[src/rtl/dir_pkg.sv]
// dir_pkg: directory state encodings, request priority and sharer-mask helper.
package dir_pkg;
  localparam logic [1:0] ST_UNCACHED  = 2'b00;
  localparam logic [1:0] ST_SHARED    = 2'b10;
  localparam logic [1:0] ST_EXCLUSIVE = 2'b11;
  typedef enum logic [2:0] {
    REQ_NONE,
    REQ_RD,
    REQ_INV,
    REQ_WM,
    REQ_WB
  } req_e;
  function automatic req_e req_sel(input logic dwb, input logic wm, input logic inv, input logic rm);
    return dwb ? REQ_WB : wm ? REQ_WM : inv ? REQ_INV : rm ? REQ_RD : REQ_NONE;
  endfunction
  // Cache k owns bit w-1-k; w is at most 32.
  function automatic logic [31:0] sharer_bit(input logic id, input int unsigned w);
    return 32'd1 << (w - 32'd1 - {31'd0, id});
  endfunction
endpackage

[src/rtl/dir_next_state.sv]
// dir_next_state: combinational next directory state, sharer vector and command pulses.
// Inputs: request (requester_id, read_miss, invalidate_req, write_miss, data_write_back),
//   line state (cur_state, cur_sharers). Outputs: new_state, new_sharers, write_back,
//   fetch, invalidate, data_reply, and proto_err when DIR_PROTO_CHECK_EN is defined.
module dir_next_state
  import dir_pkg::*;
#(
  parameter int SHARER_W = 4
) (
  input  logic                requester_id,
  input  logic                read_miss,
  input  logic                invalidate_req,
  input  logic                write_miss,
  input  logic                data_write_back,
  input  logic [1:0]          cur_state,
  input  logic [SHARER_W-1:0] cur_sharers,
  output logic [1:0]          new_state,
  output logic [SHARER_W-1:0] new_sharers,
  output logic                write_back,
  output logic                fetch,
  output logic                invalidate,
  output logic                data_reply
`ifdef DIR_PROTO_CHECK_EN
  ,
  output logic                proto_err
`endif
);
  logic [31:0] r_w, o_w;
  logic [SHARER_W-1:0] r, o, cur_m;
  logic shrd, excl, unc, own_r, own_o, has_o;
  req_e req;
  assign r_w   = sharer_bit(requester_id, SHARER_W);
  assign o_w   = sharer_bit(~requester_id, SHARER_W);
  assign r     = r_w[SHARER_W-1:0];
  assign o     = o_w[SHARER_W-1:0];
  // Reserved low bits are cleared on every write-back to the directory.
  assign cur_m = cur_sharers & (r | o);
  assign req   = req_sel(data_write_back, write_miss, invalidate_req, read_miss);
  assign unc   = !cur_state[1];
  assign shrd  = cur_state == ST_SHARED;
  assign excl  = cur_state == ST_EXCLUSIVE;
  assign has_o = |(cur_sharers & o);
  // An EXCLUSIVE line only has a usable owner when its vector is exactly that one bit.
  assign own_r = excl && cur_sharers == r;
  assign own_o = excl && cur_sharers == o;
  always_comb begin
    new_state   = cur_state;
    new_sharers = cur_m;
    write_back  = 1'b0;
    fetch       = 1'b0;
    invalidate  = 1'b0;
    data_reply  = 1'b0;
    if (unc) begin
      if (req == REQ_RD || req == REQ_WM) begin
        new_state   = req == REQ_WM ? ST_EXCLUSIVE : ST_SHARED;
        new_sharers = r;
        data_reply  = 1'b1;
      end
    end else if (shrd) begin
      if (req == REQ_RD) begin
        new_sharers = cur_m | r;
        data_reply  = 1'b1;
      end else if (req == REQ_WM || req == REQ_INV) begin
        new_state   = ST_EXCLUSIVE;
        new_sharers = r;
        invalidate  = has_o;
        data_reply  = req == REQ_WM;
      end
    end else if (own_o) begin
      if (req == REQ_RD || req == REQ_WM) begin
        new_state   = req == REQ_WM ? ST_EXCLUSIVE : ST_SHARED;
        new_sharers = req == REQ_WM ? r : (o | r);
        fetch       = 1'b1;
        write_back  = 1'b1;
        invalidate  = req == REQ_WM;
        data_reply  = 1'b1;
      end
    end else if (own_r) begin
      if (req == REQ_RD || req == REQ_WM) begin
        data_reply = 1'b1;
      end else if (req == REQ_WB) begin
        new_state   = ST_UNCACHED;
        new_sharers = '0;
        write_back  = 1'b1;
      end
    end
  end
`ifdef DIR_PROTO_CHECK_EN
  assign proto_err = (req == REQ_WB && !own_r) || (req == REQ_INV && !shrd) ||
                     (req != REQ_NONE && (cur_state == 2'b01 || (excl && !$onehot(cur_sharers))));
`endif
endmodule

[src/rtl/directory_fsm.sv]
// directory_fsm: per-line two-core directory controller with registered outputs.
// Inputs: clk, rst_n (async active-low), requester_id, read_miss, invalidate_req,
//   write_miss, data_write_back, cur_state, cur_sharers.
// Outputs (one cycle after sampling): new_state, new_sharers, write_back, fetch,
//   invalidate, data_reply; proto_err is added when DIR_PROTO_CHECK_EN is defined.
module directory_fsm
  import dir_pkg::*;
#(
  parameter int SHARER_W = 4
) (
  input  logic                clk,
  input  logic                rst_n,
  input  logic                requester_id,
  input  logic                read_miss,
  input  logic                invalidate_req,
  input  logic                write_miss,
  input  logic                data_write_back,
  input  logic [1:0]          cur_state,
  input  logic [SHARER_W-1:0] cur_sharers,
  output logic [1:0]          new_state,
  output logic                write_back,
  output logic                fetch,
  output logic                invalidate,
  output logic                data_reply,
  output logic [SHARER_W-1:0] new_sharers
`ifdef DIR_PROTO_CHECK_EN
  ,
  output logic                proto_err
`endif
);
  logic [1:0] state_d, state_q;
  logic [SHARER_W-1:0] sharers_d, sharers_q;
  logic [3:0] pulse_d, pulse_q;
`ifdef DIR_PROTO_CHECK_EN
  logic perr_d, perr_q;
`endif
  dir_next_state #(.SHARER_W(SHARER_W)) u_next (
    .requester_id    (requester_id),
    .read_miss       (read_miss),
    .invalidate_req  (invalidate_req),
    .write_miss      (write_miss),
    .data_write_back (data_write_back),
    .cur_state       (cur_state),
    .cur_sharers     (cur_sharers),
    .new_state       (state_d),
    .new_sharers     (sharers_d),
    .write_back      (pulse_d[3]),
    .fetch           (pulse_d[2]),
    .invalidate      (pulse_d[1]),
    .data_reply      (pulse_d[0])
`ifdef DIR_PROTO_CHECK_EN
    ,
    .proto_err       (perr_d)
`endif
  );
  always_ff @(posedge clk or negedge rst_n) begin
    if (!rst_n) begin
      state_q   <= ST_UNCACHED;
      sharers_q <= '0;
      pulse_q   <= '0;
`ifdef DIR_PROTO_CHECK_EN
      perr_q    <= 1'b0;
`endif
    end else begin
      state_q   <= state_d;
      sharers_q <= sharers_d;
      pulse_q   <= pulse_d;
`ifdef DIR_PROTO_CHECK_EN
      perr_q    <= perr_d;
`endif
    end
  end
  always_comb begin
    new_state   = state_q;
    new_sharers = sharers_q;
    write_back  = pulse_q[3];
    fetch       = pulse_q[2];
    invalidate  = pulse_q[1];
    data_reply  = pulse_q[0];
`ifdef DIR_PROTO_CHECK_EN
    proto_err   = perr_q;
`endif
  end
endmodule

[config.mk]
export PLATFORM = sky130hd
export DESIGN_NAME = directory_fsm
export DESIGN_NICKNAME = d
export VERILOG_FILES = /design/src/rtl/dir_pkg.sv /design/src/rtl/dir_next_state.sv /design/src/rtl/directory_fsm.sv
export SDC_FILE = /design/constraint.sdc
export NUM_CORES = 1
export LEC_CHECK = 0
export ABC_AREA = 1
export CAP_MARGIN = 20
export CORE_ASPECT_RATIO = 1.25
export CORE_MARGIN = 5
export CORE_UTILIZATION = 25
export CTS_BUF_LIST = sky130_fd_sc_hd__clkbuf_4 sky130_fd_sc_hd__clkbuf_8
export DETAILED_ROUTE_END_ITERATION = 10
export PLACE_DENSITY = 0.58
export SLEW_MARGIN = 10
export SYNTH_ARGS = -nofsm -noshare
export SYNTH_HDL_FRONTEND = slang
export SYNTH_SLANG_ARGS = --single-unit
[constraint.sdc]
create_clock -name clk -period 1 [get_ports clk]
set_clock_uncertainty 0.2 [all_clocks]
set_input_delay 0.3 -clock clk [delete_from_list [all_inputs] [get_ports clk]]
set_output_delay 0.3 -clock clk [all_outputs]
set_load 0.03 [all_outputs]
==> results.md, run 1 <==
Layout:
- 0 antenna diodes ended up in the layout.
- The final instance area is 1167 sq um.
- From synthesis to final layout, the design area changed by 100.6%.
- The share of final-layout standard cells stronger than drive strength 1 is 56.25%.
- The number of fill cells is 212.
- The finished layout holds 159 standard cells, fillers aside.
- In the final design database the tool counted 145 nets.

STA:
- Summed over all failing endpoints, the final setup total negative slack is -3.845 ns.
- Setup repair after global routing could not meet its margin everywhere.
- The final setup slack of the worst path is -0.2720 ns.
- Static timing analysis puts the maximum clock frequency at 0.7862 GHz.
- The total count of hold-check failures in the final report is 0.
- The final cycle utilization of the critical path is 127.2%.
- The total of endpoints with negative setup slack in the final report is 16.
- The number of slew-limit violations in the final report came to 0.
- The final critical delay including setup and external delays is 1.272 ns.

Route:
- Across all layers, the routed design uses 701 vias.
- The final wirelength is 1782 um.
- In the routed layout, each cell is associated on average with a via count of 4.409.
- The number of design-rule violations left by the first detailed-router iteration is 13.
- The first TritonRoute pass finished after 4 iterations.
- The antenna violation net count after detailed routing is 0.
- The count of unresolved DRC violations after routing is 0.
- The mean routed wirelength per cell is 11.21 um.

Global route:
- In the global route stage, overall resource usage came out at 11.91%.
- The global-route wire length before repair is 2953 um.
- The largest net degree at the start of global routing is 9.
- The number of global-route vias before repair came to 674.
- The initial antenna violation count came to 0.
- The sum of overflow across all layers after global routing is 0.

Power:
- The part of the power in registers is 34.4%.
- The clock network power share is 23.2%.
- Power spread over the standard cell area amounts to 883.7 nW/um^2.
- Per report_power, the combinational group accounts for 42.4% of the total.
- The completed layout was analyzed and its total power is 1.032 mW.
- VDD sags by at most 431.8 uV.
- The analysis attributes to net switching a power of 342.9 uW.
- For this design the static power due to leakage is 0.5849 nW.
- In this run switching power makes up 33.24% of total power.
- The internal power of the cells is 688.7 uW.

Yosys:
- By area, the combinational part of the netlist is dominated by simple AND/OR/NAND/NOR gates.
- In the synthesized netlist, the number of instances is 86.
- The proportion of netlist area held by the largest area contributor is 34.41%.
- The cell area after synthesis is 581.8 sq um.
- Summing the areas of all and, or, nand and nor instances in the mapped netlist gives 39.14% of the synthesized area.
- After Yosys synthesis, full adders, half adders and majority gates account for 4.301% of the synthesized area.
- The sequential-to-total area share from yosys stat is 34.41%.
- After synthesis, the netlist uses 17 different library cells.
- The number of synthesis warnings is 0.
- Yosys attributes the largest share of cell area to dfrtp_1 (34%), nand2_1 (19%), inv_1 (8.4%), nand3_1 (6.9%), a21oi_1 (4.3%).
- Averaged over all synthesized cells, the footprint is 6.765 sq um.
- The leading area contributor after synthesis is dfrtp_1.
- Of the total synthesized cell area, the portion taken by XOR and XNOR cells is 0%.
- The number of storage elements in the synthesis netlist is 8.
- The post-synthesis compound-gate area fraction is 9.677%.
- The proportion of synthesized area in mux cells is 0%.

Min path:
- The worst hold path belongs to the class input port to asynchronous set/reset pin.

Worst setup path:
- The worst path arrival time is 1.21 ns.
- The maximum fanout along the worst path is 6.
- STA puts the critical path data required time at 0.94 ns.
- The kind of start point of the critical path is an input port.
- The launch point of the worst path is requester_id.
- The setup path with the least slack is of type input port to flop.
- The worst setup path is captured at a flop.

Floorplan:
- The initial utilization of the core area, before any placement, comes to 26.32%.
- 23 I/O pins were placed.
- The chip width is 53.15 um.
- The number of rows in the core area is 19.
- The floorplan step defined a die boundary enclosing 3398 sq um.
- The area of the placeable core is 2211 sq um.
- The die is 63.94 um tall.

Job:
- Max-cap violations in this run came to 0.

Outcome:
- The checks that failed: setup timing.
- The run finished, with violations left.

Place:
- The cell count after placement is 154.
- The placer congestion estimate is 0.9167.
- The placed instances occupy a cell area of 1016 sq um.
- The number of I/O port buffers is 20.
- The HPWL after detailed placement is 1448 um.
- Timing analysis after detailed placement gives a worst setup slack of -1.057 ns.

Clock network:
- The number of sinks handled by clock tree synthesis is 8.
- The clock passes through at most 2 buffers.
- Clock tree synthesis selected as its root buffer the cell clkbuf_4.
- TritonCTS built the clock tree.
- In this run, CTS created clock tree buffers numbering 3.
- The clock-pin transition on the worst setup and hold timing paths is 0.05 ns.
- The number of H-tree levels is 1.
==> cell usage after synthesis <==
cell       n
a21oi_1    5
buf_4      2
clkinv_2   1
conb_1     1
dfrtp_1    8
ha_1       2
inv_1     13
nand2_1   30
nand2_2    1
nand3_1    8
nand3_4    1
nand4_1    2
nand4_2    1
nor2_1     4
nor2_4     1
o21ai_0    5
o22ai_1    1
==> power by group through the flow <==
stage	clock network, mW	registers (mW)	logic (mW)
after floorplan	0	0.402	0.158
after global placement	0	0.356	0.392
after detailed placement	0	0.356	0.394
after CTS	0.247	0.355	0.421
after global routing	0.276	0.357	0.473
final	0.239	0.355	0.438
==> final cells by class <==
class                      count  area, sq um  area share (%)
sequential                     8        200.2           17.15
inverter                      14        87.58           7.503
tap                           31        38.79           3.323
timing repair buffer          40        387.9           33.23
clock buffer                   3        22.52           1.929
multi-input combinational     63        430.4           36.87
==> final timing paths <==
check / to / cells after the start / slack, ns
max: new_sharers[3] / 9 / -0.27
min: pulse_q[2] / 2 / 0.16
max in group asynchronous: new_sharers[3] / 2 / 0.35
min in group clk: new_sharers[2] / 5 / 0.22
==> sequential cells by signal, summed over array words and instances (netlist names) <==
register	flops
new_sharers	2
pulse_q	4
new_state	2
==> routing by layer <==
metal | vias to the layer above | track usage, % | share of wire (%)
li1 | 356 | - | -
met1 | 313 | 12.66 | 36
met2 | 24 | 19.57 | 55
met3 | 8 | 2.558 | 4.7
met4 | 0 | 9.585 | 4.3
met5 | - | 0 | 0
==> repair_timing <==
item                       4_1_cts  5_1_grt
setup endpoints to repair       16       16
pin swaps                       17       14
hold buffers                     0        0
setup buffers                    3        1
resized for setup               47       22
==> kinds of logic (layout without fill, tap and decap cells) <==
| family | count (synthesis) | count (layout) |
|---|---|---|
| other cells | 1 | 2 |
| fa+ha+maj | 2 | 2 |
| flops | 8 | 8 |
| simple gates | 48 | 48 |
| compound gates | 11 | 11 |
| buf+inv | 16 | 57 |
==> cell usage in the layout (no fill, tap or decap), drive strengths merged, types with 2 or more instances in the layout <==
cell type | Yosys | layout
nand2 | 31 | 31
buf | 2 | 31
inv | 13 | 13
nand3 | 9 | 9
dfrtp | 8 | 8
dlygate4sd2 | 0 | 7
o21ai | 5 | 5
nor2 | 5 | 5
a21oi | 5 | 5
clkbuf | 0 | 4
nand4 | 3 | 3
ha | 2 | 2
conb | 1 | 2
==> critical path, cell delays in order <==
cell     delay, ns
buf_12        0.11
ha_4          0.28
nand2_2       0.06
inv_2         0.06
nand3_4       0.12
inv_4         0.10
nand2_2       0.06
nand3_2       0.06
nand3_2       0.06
==> per-stage QoR <==
| step | util, % | hold WS (ns) |
|---|---|---|
| after floorplan | - | -0.1956 |
| after global placement | 45.95 | 0.4297 |
| after detailed placement | 45.95 | 0.4297 |
| after CTS | 50.82 | 0.1541 |
| after global routing | 52.80 | 0.1393 |
| final | 52.80 | 0.1581 |
Power figures use the tool's default switching activity.
==> run 2: changes to the inputs <==
--- a/config.mk
+++ b/config.mk
@@ -12,7 +12,7 @@
 export CORE_UTILIZATION = 25
 export CTS_BUF_LIST = sky130_fd_sc_hd__clkbuf_4 sky130_fd_sc_hd__clkbuf_8
 export DETAILED_ROUTE_END_ITERATION = 10
-export PLACE_DENSITY = 0.58
+export PLACE_DENSITY_LB_ADDON = 0.2
 export SLEW_MARGIN = 10
 export SYNTH_ARGS = -nofsm -noshare
 export SYNTH_HDL_FRONTEND = slang
==> constraint.sdc (replaced) <==
create_clock -name clk -period 1.6 [get_ports clk]
set_clock_uncertainty 0.2 [all_clocks]
set_input_delay 0.48 -clock clk [delete_from_list [all_inputs] [get_ports clk]]
set_output_delay 0.48 -clock clk [all_outputs]
set_load 0.03 [all_outputs]
==> run 2 against run 1 <==
Highest routed layer is now met3. The run now ends clean. Non-clock buffer count shrank 4. Critical path depth increased by 2. Combinational power fell by 47%.
==> results.md, run 2 (synthesis gave the netlist of run 1 again) <==
Outcome:
- The flow ran to the end, and the final reports show no timing, DRC or antenna violations.

Route:
- The routed design uses 875 um of met2 wire.
- After detailed routing, the wire length on met1 is 647 um.
- Dividing the detail-routed via count by the number of cells gives 4.187.
- The routed design has 1629 um of wire.
- The routed layout has 649 vias.
- The uppermost layer routed is met3.
- After detailed routing, the number of remaining DRC violations is 0.
- The mean routed wirelength per cell is 10.51 um.
- The antenna violation net count after detailed routing is 0.
- The first detailed-routing pass took 4 iterations.
- The routed design uses 105 um of met3 wire.
- The number of design-rule violations left by the first detailed-router iteration is 15.

Worst setup path:
- The critical path ends at new_sharers[3].
- The critical path in this run is classified as input port to flop.
- The worst setup path is launched from an input port.
- The category of the worst setup path capture point is a flop.
- STA puts the critical path data required time at 1.52 ns.
- The maximum fanout along the worst path is 6.
- The launch point of the worst path is requester_id.
- The worst path arrival time is 1.45 ns.

STA:
- Derived from the worst setup path, the maximum achievable clock frequency is 0.6534 GHz.
- The final setup slack of the worst path is 0.06962 ns.
- The final critical delay including setup and external delays is 1.530 ns.
- The final cycle utilization of the critical path is 95.65%.
- The number of slew-limit violations in the final report is 0.
- Setup violations remaining at the end of the flow were counted as 0.
- The tightest hold path in the finished design has a slack of 0.3013 ns.
- The total count of hold-check failures in the final report is 0.

Layout:
- In the layout the commonest cells are buf_4 (25), nand2_1 (20), nand2_2 (11).
- The register area is 200.2 sq um.
- The multi-input gate area in the final layout is 407.9 sq um.
- The number of flip-flops in the largest register is 4.
- The number of fill cells is 232.
- Relative to the synthesized area, the layout overhead comes to 75.27%.
- The final cell count without fillers is 155.
- Cells with a size suffix above 1 make up 48.39% of the layout.
- The final layout contains 141 nets.
- The core utilization of the finished layout is 46.12%.
- The final instance area is 1020 sq um.
- The repair_antennas step left the layout with diodes totalling 0.
- Leaving out fill and tap cells, the most frequent cell in the layout is buf_4.
- The register with the highest flop count is pulse_q.

Clock network:
- The number of H-tree levels is 1.
- The clock-pin transition on the worst setup and hold timing paths is 0.05 ns.
- Clock tree synthesis inserted a total of 3 buffers.
- The number of sinks handled by clock tree synthesis is 8.
- The root buffer selected by CTS is clkbuf_4.
- No sink is reached through more buffers than the 2 on the longest clock path.
- The clock tree from TritonCTS is yes.

Power:
- The clock network power share is 23.5%.
- The net switching fraction of the power is 32.20%.
- The part of the power in combinational logic is 39.4%.
- The switching power total is 189.9 uW.
- Across the VDD grid, the largest voltage drop is 257.4 uV.
- The leakage power is 0.5634 nW.
- The part of the power in registers is 37.2%.
- The internal power of the cells is 400.0 uW.
- For this design the ratio of total power to cell area is 578.5 nW/um^2.

Global route:
- The initial antenna violation count came to 0.
- The number of global-route vias before repair is 653.
- Entering global routing, the biggest net connects 9 pins.
- Summed over all layers, the global routing overflow is 0.
- The total routing usage reported by global routing is 9.683%.
- The first global-routing pass estimated 2477 um of wire.

Floorplan:
- The initialized floorplan defines 19 standard-cell rows.
- The core region is 2211 sq um.
- The die covers 3398 sq um.
- Pin placement for this block handled 23 I/O pins.
- The initial utilization of the core area, before any placement, comes to 26.32%.
- The die boundary height is 63.94 um.
- Measured along the x axis, the die boundary spans 53.15 um.

Job:
- The number of max-cap violations is 0.

Place:
- The placer congestion estimate is 0.8712.
- Once detailed placement completed, the half-perimeter wirelength came to 1343 um.
- The standard cell area after detailed placement is 902.1 sq um.
- Including well taps, the total number of placed cells is 149.
- The worst slack after detailed placement is -0.6806 ns.
- Port buffering added 20 buffers.

Min path:
- The path category of the worst min-delay check is input port to asynchronous set/reset pin.
## run 2: cell types whose count changed in the layout (fill, tap and decap cells not counted), sizes merged
cell / change
buf: -4
dlymetal6s2s: +4
dlygate4sd2: -3
clkbuf: -1
## run 2: critical path, stage by stage
cell and delay [ns]:
buf_4 0.13, inv_2 0.07, ha_4 0.20, nand2_2 0.07
inv_2 0.04, nand3_4 0.11, nand2_2 0.07, nand2_1 0.07
nand2_1 0.05, nand2_1 0.08, nand3_2 0.08
## run 2: worst min path at each step
stage	startpoint	endpoint	slack (ns)
after floorplan	rst_n	new_sharers[2]	-0.02
after global placement	rst_n	pulse_q[3]	0.57
after detailed placement	rst_n	pulse_q[3]	0.56
after CTS	rst_n	pulse_q[3]	0.30
after global routing	rst_n	pulse_q[3]	0.31
final	rst_n	pulse_q[3]	0.30
## run 2: layer usage
| metal | up-vias | global-route usage, % |
|---|---|---|
| li1 | 348 | - |
| met1 | 282 | 9.843 |
| met2 | 19 | 18.48 |
| met3 | 0 | 1.860 |
| met4 | 0 | 3.834 |
| met5 | - | 0 |
## run 2: cell type report
type / count / share of cell area [%]
Clock buffer: 3 / 2.209
Timing Repair Buffer: 36 / 28.71
Sequential cell: 8 / 19.63
Inverter: 14 / 5.644
Tap cell: 31 / 3.804
Multi-Input combinational cell: 63 / 40.00
## run 2: power groups by stage
stage          Combinational (mW)  Clock, mW  Sequential [mW]
2_1_floorplan              0.0814          0            0.251
3_3_place_gp                0.207          0            0.223
3_5_place_dp                0.208          0            0.223
4_1_cts                     0.224      0.144            0.219
5_1_grt                     0.251      0.157            0.220
6_report                    0.232      0.138            0.219
## run 2: per-stage QoR
step / TNS (ns) / total power, mW
finish: 0 / 0.5900
global route: -0.01282 / 0.6285
CTS: 0 / 0.5880
detailed placement: -4.615 / 0.4302
global placement: -4.432 / 0.4298
floorplan: 0 / 0.3325
## run 2: what timing repair did
item,4_1_cts,5_1_grt
endpoints found under the setup margin,8,5
pin swaps,6,11
gates resized for setup,32,18
buffers inserted,1,2
endpoints found under the hold margin,0,0
hold buffers,0,0
